$ cat src/rtl/brisc_pkg.sv
// Shared types and constants for the brisc memory subsystem.
// Line geometry, memory-port ownership and arbiter state encoding.
package brisc_pkg;

  localparam int ADDRESS_BITS     = 32;
  localparam int CACHE_LINE_LEN   = 128;
  localparam int BYTE_LEN         = 8;
  localparam int LINE_OFFSET_BITS = $clog2(CACHE_LINE_LEN / BYTE_LEN);

  typedef enum logic {
    OWNER_IC = 1'b0,
    OWNER_DC = 1'b1
  } mem_owner_e;

  typedef enum logic [1:0] {
    ARB_IDLE  = 2'd0,
    ARB_ISSUE = 2'd1,
    ARB_WAIT  = 2'd2
  } arb_state_e;

endpackage

$ cat src/rtl/brisc_rr_pick2.sv
// Two-way round-robin pick: on a tie the requester that did not win last time wins.
// Purely combinational, no backpressure of its own.
module brisc_rr_pick2
  import brisc_pkg::*;
(
  input  logic       req0,
  input  logic       req1,
  input  mem_owner_e last_owner,
  output logic       valid,
  output mem_owner_e winner
);

  // req0 is the I-cache side, req1 the D-cache side.
  always_comb begin
    valid  = req0 | req1;
    winner = OWNER_IC;
    if (req0 && req1) begin
      winner = (last_owner == OWNER_IC) ? OWNER_DC : OWNER_IC;
    end else if (req1) begin
      winner = OWNER_DC;
    end
  end

endmodule

$ cat src/rtl/brisc_mem_arbiter.sv
// Shares the memory line port between I-cache fills and D-cache fills/writebacks, one transaction at a time.
// Grant 1 cycle after request; holds the memory request until ready; resp_valid one cycle after the line is captured.
module brisc_mem_arbiter
  import brisc_pkg::*;
#(
  parameter int ADDR_W      = ADDRESS_BITS,
  parameter int LINE_W      = CACHE_LINE_LEN,
  parameter int OFFSET_BITS = $clog2(LINE_W / BYTE_LEN)
) (
  input  logic              clk,
  input  logic              reset,
  input  logic              ic_req_i,
  input  logic [ADDR_W-1:0] ic_addr_i,
  output logic              ic_gnt_o,
  output logic              ic_resp_valid_o,
  output logic [LINE_W-1:0] ic_rdata_o,
  input  logic              dc_req_i,
  input  logic              dc_we_i,
  input  logic [ADDR_W-1:0] dc_addr_i,
  input  logic [LINE_W-1:0] dc_wdata_i,
  output logic              dc_gnt_o,
  output logic              dc_resp_valid_o,
  output logic [LINE_W-1:0] dc_rdata_o,
  output logic              mem_req_valid_o,
  input  logic              mem_req_ready_i,
  output logic              mem_we_o,
  output logic [ADDR_W-1:0] mem_addr_o,
  output logic [LINE_W-1:0] mem_wdata_o,
  input  logic              mem_resp_valid_i,
  input  logic [LINE_W-1:0] mem_rdata_i
);

  localparam logic [ADDR_W-1:0] OFFSET_MASK = ADDR_W'((64'd1 << OFFSET_BITS) - 64'd1);

  arb_state_e        state;
  mem_owner_e        owner;
  mem_owner_e        last_owner;
  mem_owner_e        pick_winner;
  logic              pick_valid;
  logic              ic_resp_pend;
  logic              dc_resp_pend;
  logic [LINE_W-1:0] resp_line;

  brisc_rr_pick2 u_pick (
    .req0       (ic_req_i),
    .req1       (dc_req_i),
    .last_owner (last_owner),
    .valid      (pick_valid),
    .winner     (pick_winner)
  );

  // A writeback is acknowledged with an all-zero line.
  assign resp_line = mem_we_o ? '0 : mem_rdata_i;

  always_ff @(posedge clk or posedge reset) begin
    if (reset) begin
      state           <= ARB_IDLE;
      owner           <= OWNER_IC;
      last_owner      <= OWNER_IC;
      ic_gnt_o        <= 1'b0;
      dc_gnt_o        <= 1'b0;
      ic_resp_valid_o <= 1'b0;
      dc_resp_valid_o <= 1'b0;
      ic_resp_pend    <= 1'b0;
      dc_resp_pend    <= 1'b0;
      ic_rdata_o      <= '0;
      dc_rdata_o      <= '0;
      mem_req_valid_o <= 1'b0;
      mem_we_o        <= 1'b0;
      mem_addr_o      <= '0;
      mem_wdata_o     <= '0;
    end else begin
      ic_gnt_o        <= 1'b0;
      dc_gnt_o        <= 1'b0;
      // The response pulse trails the line capture so a new grant can overlap it.
      ic_resp_valid_o <= ic_resp_pend;
      dc_resp_valid_o <= dc_resp_pend;
      ic_resp_pend    <= 1'b0;
      dc_resp_pend    <= 1'b0;
      case (state)
        ARB_IDLE: begin
          if (pick_valid) begin
            owner           <= pick_winner;
            last_owner      <= pick_winner;
            mem_req_valid_o <= 1'b1;
            state           <= ARB_ISSUE;
            if (pick_winner == OWNER_DC) begin
              dc_gnt_o    <= 1'b1;
              mem_we_o    <= dc_we_i;
              mem_addr_o  <= dc_addr_i & ~OFFSET_MASK;
              mem_wdata_o <= dc_wdata_i;
            end else begin
              ic_gnt_o    <= 1'b1;
              mem_we_o    <= 1'b0;
              mem_addr_o  <= ic_addr_i & ~OFFSET_MASK;
              mem_wdata_o <= '0;
            end
          end
        end
        ARB_ISSUE: begin
          if (mem_req_ready_i) begin
            mem_req_valid_o <= 1'b0;
            state           <= ARB_WAIT;
          end
        end
        ARB_WAIT: begin
          if (mem_resp_valid_i) begin
            state <= ARB_IDLE;
            if (owner == OWNER_DC) begin
              dc_rdata_o   <= resp_line;
              dc_resp_pend <= 1'b1;
            end else begin
              ic_rdata_o   <= resp_line;
              ic_resp_pend <= 1'b1;
            end
          end
        end
        default: state <= ARB_IDLE;
      endcase
    end
  end

endmodule

$ cat config.mk
export PLATFORM = sky130hd
export DESIGN_NAME = brisc_mem_arbiter
export DESIGN_NICKNAME = d
export VERILOG_FILES = /design/src/rtl/brisc_pkg.sv /design/src/rtl/brisc_rr_pick2.sv /design/src/rtl/brisc_mem_arbiter.sv
export SDC_FILE = /design/constraint.sdc
export NUM_CORES = 1
export LEC_CHECK = 0
export ABC_AREA = 1
export CORE_AREA = 3 3 290 292
export DETAILED_ROUTE_END_ITERATION = 10
export DIE_AREA = 0 0 293 295
export GPL_TIMING_DRIVEN = 0
export PLACE_DENSITY = 0.43
export SYNTH_ARGS = -nofsm -noshare
export SYNTH_HDL_FRONTEND = slang
export SYNTH_SLANG_ARGS = --single-unit
export TNS_END_PERCENT = 20
$ cat constraint.sdc
create_clock -name clk -period 15.5 [get_ports clk]
set_clock_uncertainty 0.15 [all_clocks]
set_input_delay 1.55 -clock clk [delete_from_list [all_inputs] [get_ports clk]]
set_output_delay 1.55 -clock clk [all_outputs]
set_load 0.1 [all_outputs]
==> results.sh <==
export IMPL_run_status="completed"
export IMPL_critical_path_n_buffers_inverters=1
export IMPL_timing_hold_violations_final=0
export IMPL_cts_max_level=2
export IMPL_detail_route_first_pass_iterations=5
export IMPL_grt_pass1_vias=16970
export IMPL_timing_critical_path_from_type="flip-flop"
export IMPL_timing_worst_setup_path_type="flip-flop to output pin"
export IMPL_cts_sinks=423
export IMPL_cts_hold_buffers_added=0
export IMPL_routed_wirelength_um=79650
export IMPL_max_freq_mhz=253.4
export IMPL_initial_core_util_pct=21.10
export IMPL_total_area_of_multi_input_combinational_cells_mm2=0.005598
export IMPL_cts_inserted_buffers=53
export IMPL_portBuffers=736
export IMPL_setup_violations=0
export IMPL_iteration_0_drc_markers=894
export IMPL_yosys_warnings=0
export IMPL_post_synthesis_cell_area_mm2=0.01727
export IMPL_hpwl_um=61620
export IMPL_holdCritStartpoint="dc_resp_pend"
export IMPL_dieArea_mm2=0.08644
export IMPL_synth_area_leaders="sky130_fd_sc_hd__dfrtp_1 61%, sky130_fd_sc_hd__nand2_1 28%, sky130_fd_sc_hd__inv_1 2.9%, sky130_fd_sc_hd__nor2_1 2.9%, sky130_fd_sc_hd__buf_2 2.1%"
export IMPL_hold_path_class="flip-flop to flip-flop"
export IMPL_yosys_mux_area_fraction_pct=0
export IMPL_timing_rr_start="mem_we_o"
export IMPL_antenna_found_initial=16
export IMPL_synthAdderAreaFrac_pct=0
export IMPL_final_net_count=3273
export IMPL_largest_family_of_logic_cells_by_synthesized_area="simple AND/OR/NAND/NOR gates"
export IMPL_grt_usage_pct=17.73
export IMPL_timing_critical_path_slowest_stage_cell="sky130_fd_sc_hd__clkdlybuf4s50_1"
export IMPL_startpoint="mem_wdata_o[112]"
export IMPL_synth_compound_area_share_pct=0.3261
export IMPL_drt_vias_per_instance=4.056
export IMPL_die_height_um=295
export IMPL_timing_final_crit_share_pct=25.46
export IMPL_final_critical_delay_including_setup_and_external_delays_ps=3947
export IMPL_route_vias_total=16510
export IMPL_finish_cell_count_without_fillers=4071
export IMPL_totalNegativeSetupSlack_ps=0
export IMPL_critical_path_top_delay_family="buffers and inverters"
export IMPL_placed_cells_incl_taps=3961
export IMPL_final_seq_area_mm2=0.01059
export IMPL_route_detailed_wl_per_inst_um=19.57
export IMPL_grt_pass1_wl_um=114500
export IMPL_cp_cell_sequence="clkdlybuf4s50_1"
export IMPL_area_delta_synth_final_pct=61.17
export IMPL_n_fill_cell=8605
export IMPL_rsz0062_at_grt="no"
export IMPL_post_cts_buffers=0
export IMPL_share_of_layout_cells_above_drive_strength_1_pct=5.662
export IMPL_route_detailed_drc=0
export IMPL_critical_path_endpoint_type="output pin"
export IMPL_cap_viol_max_count=0
export IMPL_final_antenna_net_count=0
export IMPL_cts_resized=0
export IMPL_worstSkewPairLatency_ps=590
export IMPL_yosysTopAreaCellShare_pct=61.30
export IMPL_max_stage_delay_ps=1280
export IMPL_cts_max_path_buffers=3
export IMPL_finalMaxSlewViolations=0
export IMPL_synth_area_per_cell_um2=8.035
export IMPL_syn_inst=2149
export IMPL_stdcell_area_mm2=0.02783
export IMPL_required_ps=13800
export IMPL_instance_area_after_placement_mm2=0.02607
export IMPL_cts_tree="built"
export IMPL_timing_critical_path_fanout_max=2
export IMPL_share_of_the_core_filled_with_cells_pct=34.00
export IMPL_clkTransAtPathRegs_ps=60
export IMPL_grt_max_degree=120
export IMPL_ys_seq_elements=423
export IMPL_die_width_um=293
export IMPL_worst_slew_pin_slew_ps=1197
export IMPL_synth_lib_cells_used_distinct=15
export IMPL_synth_yosys_seq_area_share_pct=61.30
export IMPL_arrival_ps=2250
export IMPL_synth_simple_area_share_pct=32.01
export IMPL_core_area_mm2=0.08185
export IMPL_slew_limit_headroom_pct=19.97
export IMPL_synthXorXnorAreaFrac_pct=0
export IMPL_cts_root_buffer_cell="sky130_fd_sc_hd__clkbuf_16"
export IMPL_gp_congestion=0.9024
export IMPL_boundaryPins=749
export IMPL_fp_row_count=105
export IMPL_gr_total_overflow=0
export IMPL_post_synthesis_cell_type_with_the_largest_combined_area="sky130_fd_sc_hd__dfrtp_1"
## worst paths after layout
| kind | to | depth (start not counted) | slack (ps) |
|---|---|---|---|
| min | dc_resp_valid_o | 0 | 200 |
| min reg2reg | dc_resp_valid_o | 0 | 200 |
| max in group asynchronous | ic_rdata_o[103] | 4 | 12250 |
| max | mem_wdata_o[112] | 1 | 11550 |
| max reg2reg | dc_rdata_o[28] | 5 | 13110 |
| min in group asynchronous | mem_wdata_o[31] | 2 | 1310 |
## layer usage
metal	track usage (%)	wire length, µm	vias up	share of wire [%]
li1	-	-	7954	-
met1	21.56	33080	7951	42
met2	29.90	38850	482	49
met3	4.380	4890	125	6.1
met4	7.755	2834	0	3.6
met5	0	0	-	0
## registers in the layout, indices dropped and copies added, names as in the netlist
name             cells
mem_addr_o          28
ic_resp_valid_o      1
mem_we_o             1
last_owner           1
dc_resp_pend         1
dc_rdata_o         128
mem_wdata_o        128
ic_resp_pend         1
ic_rdata_o         128
state                2
dc_resp_valid_o      1
mem_req_valid_o      1
dc_gnt_o             1
ic_gnt_o             1
## Yosys cell counts
library cell,count
sky130_fd_sc_hd__o31ai_1,1
sky130_fd_sc_hd__inv_2,1
sky130_fd_sc_hd__buf_1,1
sky130_fd_sc_hd__inv_1,134
sky130_fd_sc_hd__buf_4,15
sky130_fd_sc_hd__o21ai_2,1
sky130_fd_sc_hd__dfrtp_1,423
sky130_fd_sc_hd__nor2_1,134
sky130_fd_sc_hd__nand3_1,28
sky130_fd_sc_hd__o21ai_0,6
sky130_fd_sc_hd__nand2_1,1301
sky130_fd_sc_hd__conb_1,1
sky130_fd_sc_hd__clkbuf_1,27
sky130_fd_sc_hd__buf_2,74
sky130_fd_sc_hd__a21oi_1,2
## cells by family after synthesis
| group | after synthesis |
|---|---|
| other cells | 1 |
| buf+inv | 252 |
| flops | 423 |
| simple gates | 1463 |
| compound gates | 10 |
## area by class of cell
class                      count  area share (%)
buffer                       117           2.113
antenna                       16          0.1439
clock buffer                  85           5.710
timing repair buffer         739           26.77
clock inverter                 9          0.4541
sequential                   423           38.04
inverter                     135           1.848
multi-input combinational   1477           20.12
tap                         1070           4.811
## per-stage QoR
stage                     worst slack (ps)  hold slack (ps)
after global routing                 11510            204.5
after detailed placement             11570            184.7
after global placement               -4344            182.9
after CTS                            11510            197.1
final                                11550            196.8
after floorplan                       2023            181.2
## cell usage in the layout, fill, tap and decap left out, drive strengths merged
master,synthesis,layout
nand2,1301,1301
clkdlybuf4s50,0,736
dfrtp,423,423
inv,135,136
nor2,134,134
clkbuf,27,112
buf,90,93
nand3,28,28
diode,0,16
o21ai,7,7
conb,1,4
clkinv,0,4
bufinv,0,3
a21oi,2,2
o31ai,1,1
clkinvlp,0,1
Power is left out: the tool's default activity adds up to more than one toggle a clock period on the data nets, which glitch-free logic cannot reach.
==> variant: new RTL, same flow settings <==
Set the package constant `ADDRESS_BITS` to 48 (it was 32).
--- a/src/rtl/brisc_pkg.sv
+++ b/src/rtl/brisc_pkg.sv
@@ -4,3 +4,3 @@
 
-  localparam int ADDRESS_BITS     = 32;
+  localparam int ADDRESS_BITS     = 48;
   localparam int CACHE_LINE_LEN   = 128;
Ports: changed (resized dc_addr_i, ic_addr_i and mem_addr_o); port bits go from 749 to 797. No check against the original RTL was run, so the function may have changed too.
==> variant against the original RTL <==
  * Synthesized area rose by 5.0%
  * First-iteration DRC count fell by 18%
  * Synthesized cell count rose by 5.5%
  * Wire length rose by 5.8%
  * Setup slack improved by 0.011 ns
  * Sequential cell count rose by 16
  * Design area rose by 4.8%
  * Sequential share of layout area fell by 0.37 points
  * Critical endpoint is now mem_wdata_o[89]
  * Highest routed layer is now met5
Power is not shown: default switching activity piles up to over one toggle a cycle in this logic, so the estimate is an artifact.
==> variant: results (changes against the original RTL) <==
| Metric | Value |
|---|---|
| Status | `completed (unchanged)` |
| Sequential area share after synthesis | `60.57% (was 61.30%)` |
| DRT iter0 DRCs | `736 (was 894)` |
| Setup Buffers After CTS | `0 (unchanged)` |
| Drt wl/cell | `19.90 microns (was 19.57 microns)` |
| Max H-tree Level | `2 (unchanged)` |
| Gr usage total | `18.77% (was 17.73%)` |
| Max Buffers Root-to-Sink | `3 (unchanged)` |
| Final net count | `3473 (was 3273)` |
| Worst Path Max Fanout | `2 (unchanged)` |
| Root Driver | `clkbuf_16 (unchanged)` |
| Count of different cell masters after synthesis | `18 (was 15)` |
| Layout cells sized above 1 | `5.584% (was 5.662%)` |
| Dpl cells | `4128 (was 3961)` |
| Shortest period the worst path allows | `3.935 ns (was 3.947 ns)` |
| Routability cong. | `0.9121 (was 0.9024)` |
| Pin count of the biggest net entering global routing | `123 (was 120)` |
| Setup crit end | `mem_wdata_o[89] (was mem_wdata_o[112])` |
| Main flop type after synthesis | `dfrtp_1 (unchanged)` |
| Critical path origin | `mem_wdata_o[89] (was mem_wdata_o[112])` |
| DRT Pass-1 Iters | `4 (was 5)` |
| Vias in the first global route | `17680 (was 16970)` |
| RR Startpoint | `mem_we_o (unchanged)` |
| R2r setup slk | `12.94 ns (was 13.11 ns)` |
| R2R cell count | `5 (unchanged)` |
| Ranking of synthesized cells by area | `dfrtp_1, nand2_1, inv_1, nor2_1, buf_2 (unchanged)` |
| # port buffers | `784 (was 736)` |
| Clock-pin slew on the worst setup and hold paths | `0.06 ns (about the same)` |
| Global-route wire length before repair | `120600 microns (was 114500 microns)` |
| Reg-to-Reg End | `ic_rdata_o[98] (was dc_rdata_o[28])` |
| Synth top cells by count | `nand2_1, dfrtp_1, inv_1, nor2_1, buf_2 (unchanged)` |
| Seq cells post-synth | `439 (was 423)` |
| Syn Area/Cell | `7.997 sq um (was 8.035 sq um)` |
| Worst skew pair latency | `0.57 ns (was 0.59 ns)` |
| Initial antenna violation count | `21 (was 16)` |
| CTS buffer count | `54 (was 53)` |
| DP HPWL | `66530 microns (was 61620 microns)` |
| Slew of the pin with the lowest slew margin | `1.194 ns (was 1.197 ns)` |
| Routed wire length | `84300 microns (was 79650 microns)` |
| Vias per cell | `4.074 (was 4.056)` |
==> variant: cell types whose count changed after synthesis, moves of 6 or more <==
cell	unedited run	this run
buf_6	0	11
buf_4	15	8
nand2_1	1301	1379
clkbuf_1	27	34
buf_2	74	68
nand3_1	28	44
dfrtp_1	423	439
==> variant: cell type report <==
cell class	count	area, sq um
Clock inverter	21	231.5
Antenna cell	15	37.54
Fill cell	8610	52680
Sequential cell	439	10990
Multi-Input combinational cell	1573	5993
Tap cell	1070	1339
Timing Repair Buffer	787	7930
Inverter	135	514.2
Clock buffer	73	1473
Buffer	124	663.1
==> variant: worst min-delay path by stage <==
stage                      start         endpoint  slack (ns)  cells past startpoint
floorplan           dc_resp_pend  dc_resp_valid_o        0.18                      0
global placement    ic_resp_pend  ic_resp_valid_o        0.18                      0
detailed placement  dc_resp_pend  dc_resp_valid_o        0.20                      0
CTS                 ic_resp_pend  ic_resp_valid_o        0.20                      0
global route        ic_resp_pend  ic_resp_valid_o        0.21                      0
finish              ic_resp_pend  ic_resp_valid_o        0.19                      0
==> variant: per-stage QoR <==
stage	instance area (sq um)	TNS, ns	hold slack [ns]	setup slack (ns)
floorplan	18150	0	0.1812	1.570
global placement	27340	-2177.20	0.1849	-5.044
detailed placement	27430	0	0.1957	11.44
CTS	29130	0	0.1963	11.51
global route	29150	0	0.2052	11.50
finish	29170	0	0.1948	11.56
==> variant: layer usage <==
metal	GRT usage (%)	share of wire, %	up-vias	routed length [microns]
li1	-	-	8428	-
met1	21.80	39	8181	32900
met2	32.42	50	506	41760
met3	6.280	8.1	131	6787
met4	6.557	3.3	14	2762
met5	0	0.10	-	84
==> variant: kinds of logic (layout without fill, tap and decap cells) <==
kind of cell	Yosys count	in the layout	share of synthesized area [%]
AO/OA/AOI/OAI	10	10	0.3105
buffers and inverters	259	1140	6.450
flip-flops	439	439	60.57
other	1	19	0.02068
AND/OR/NAND/NOR	1559	1559	32.65
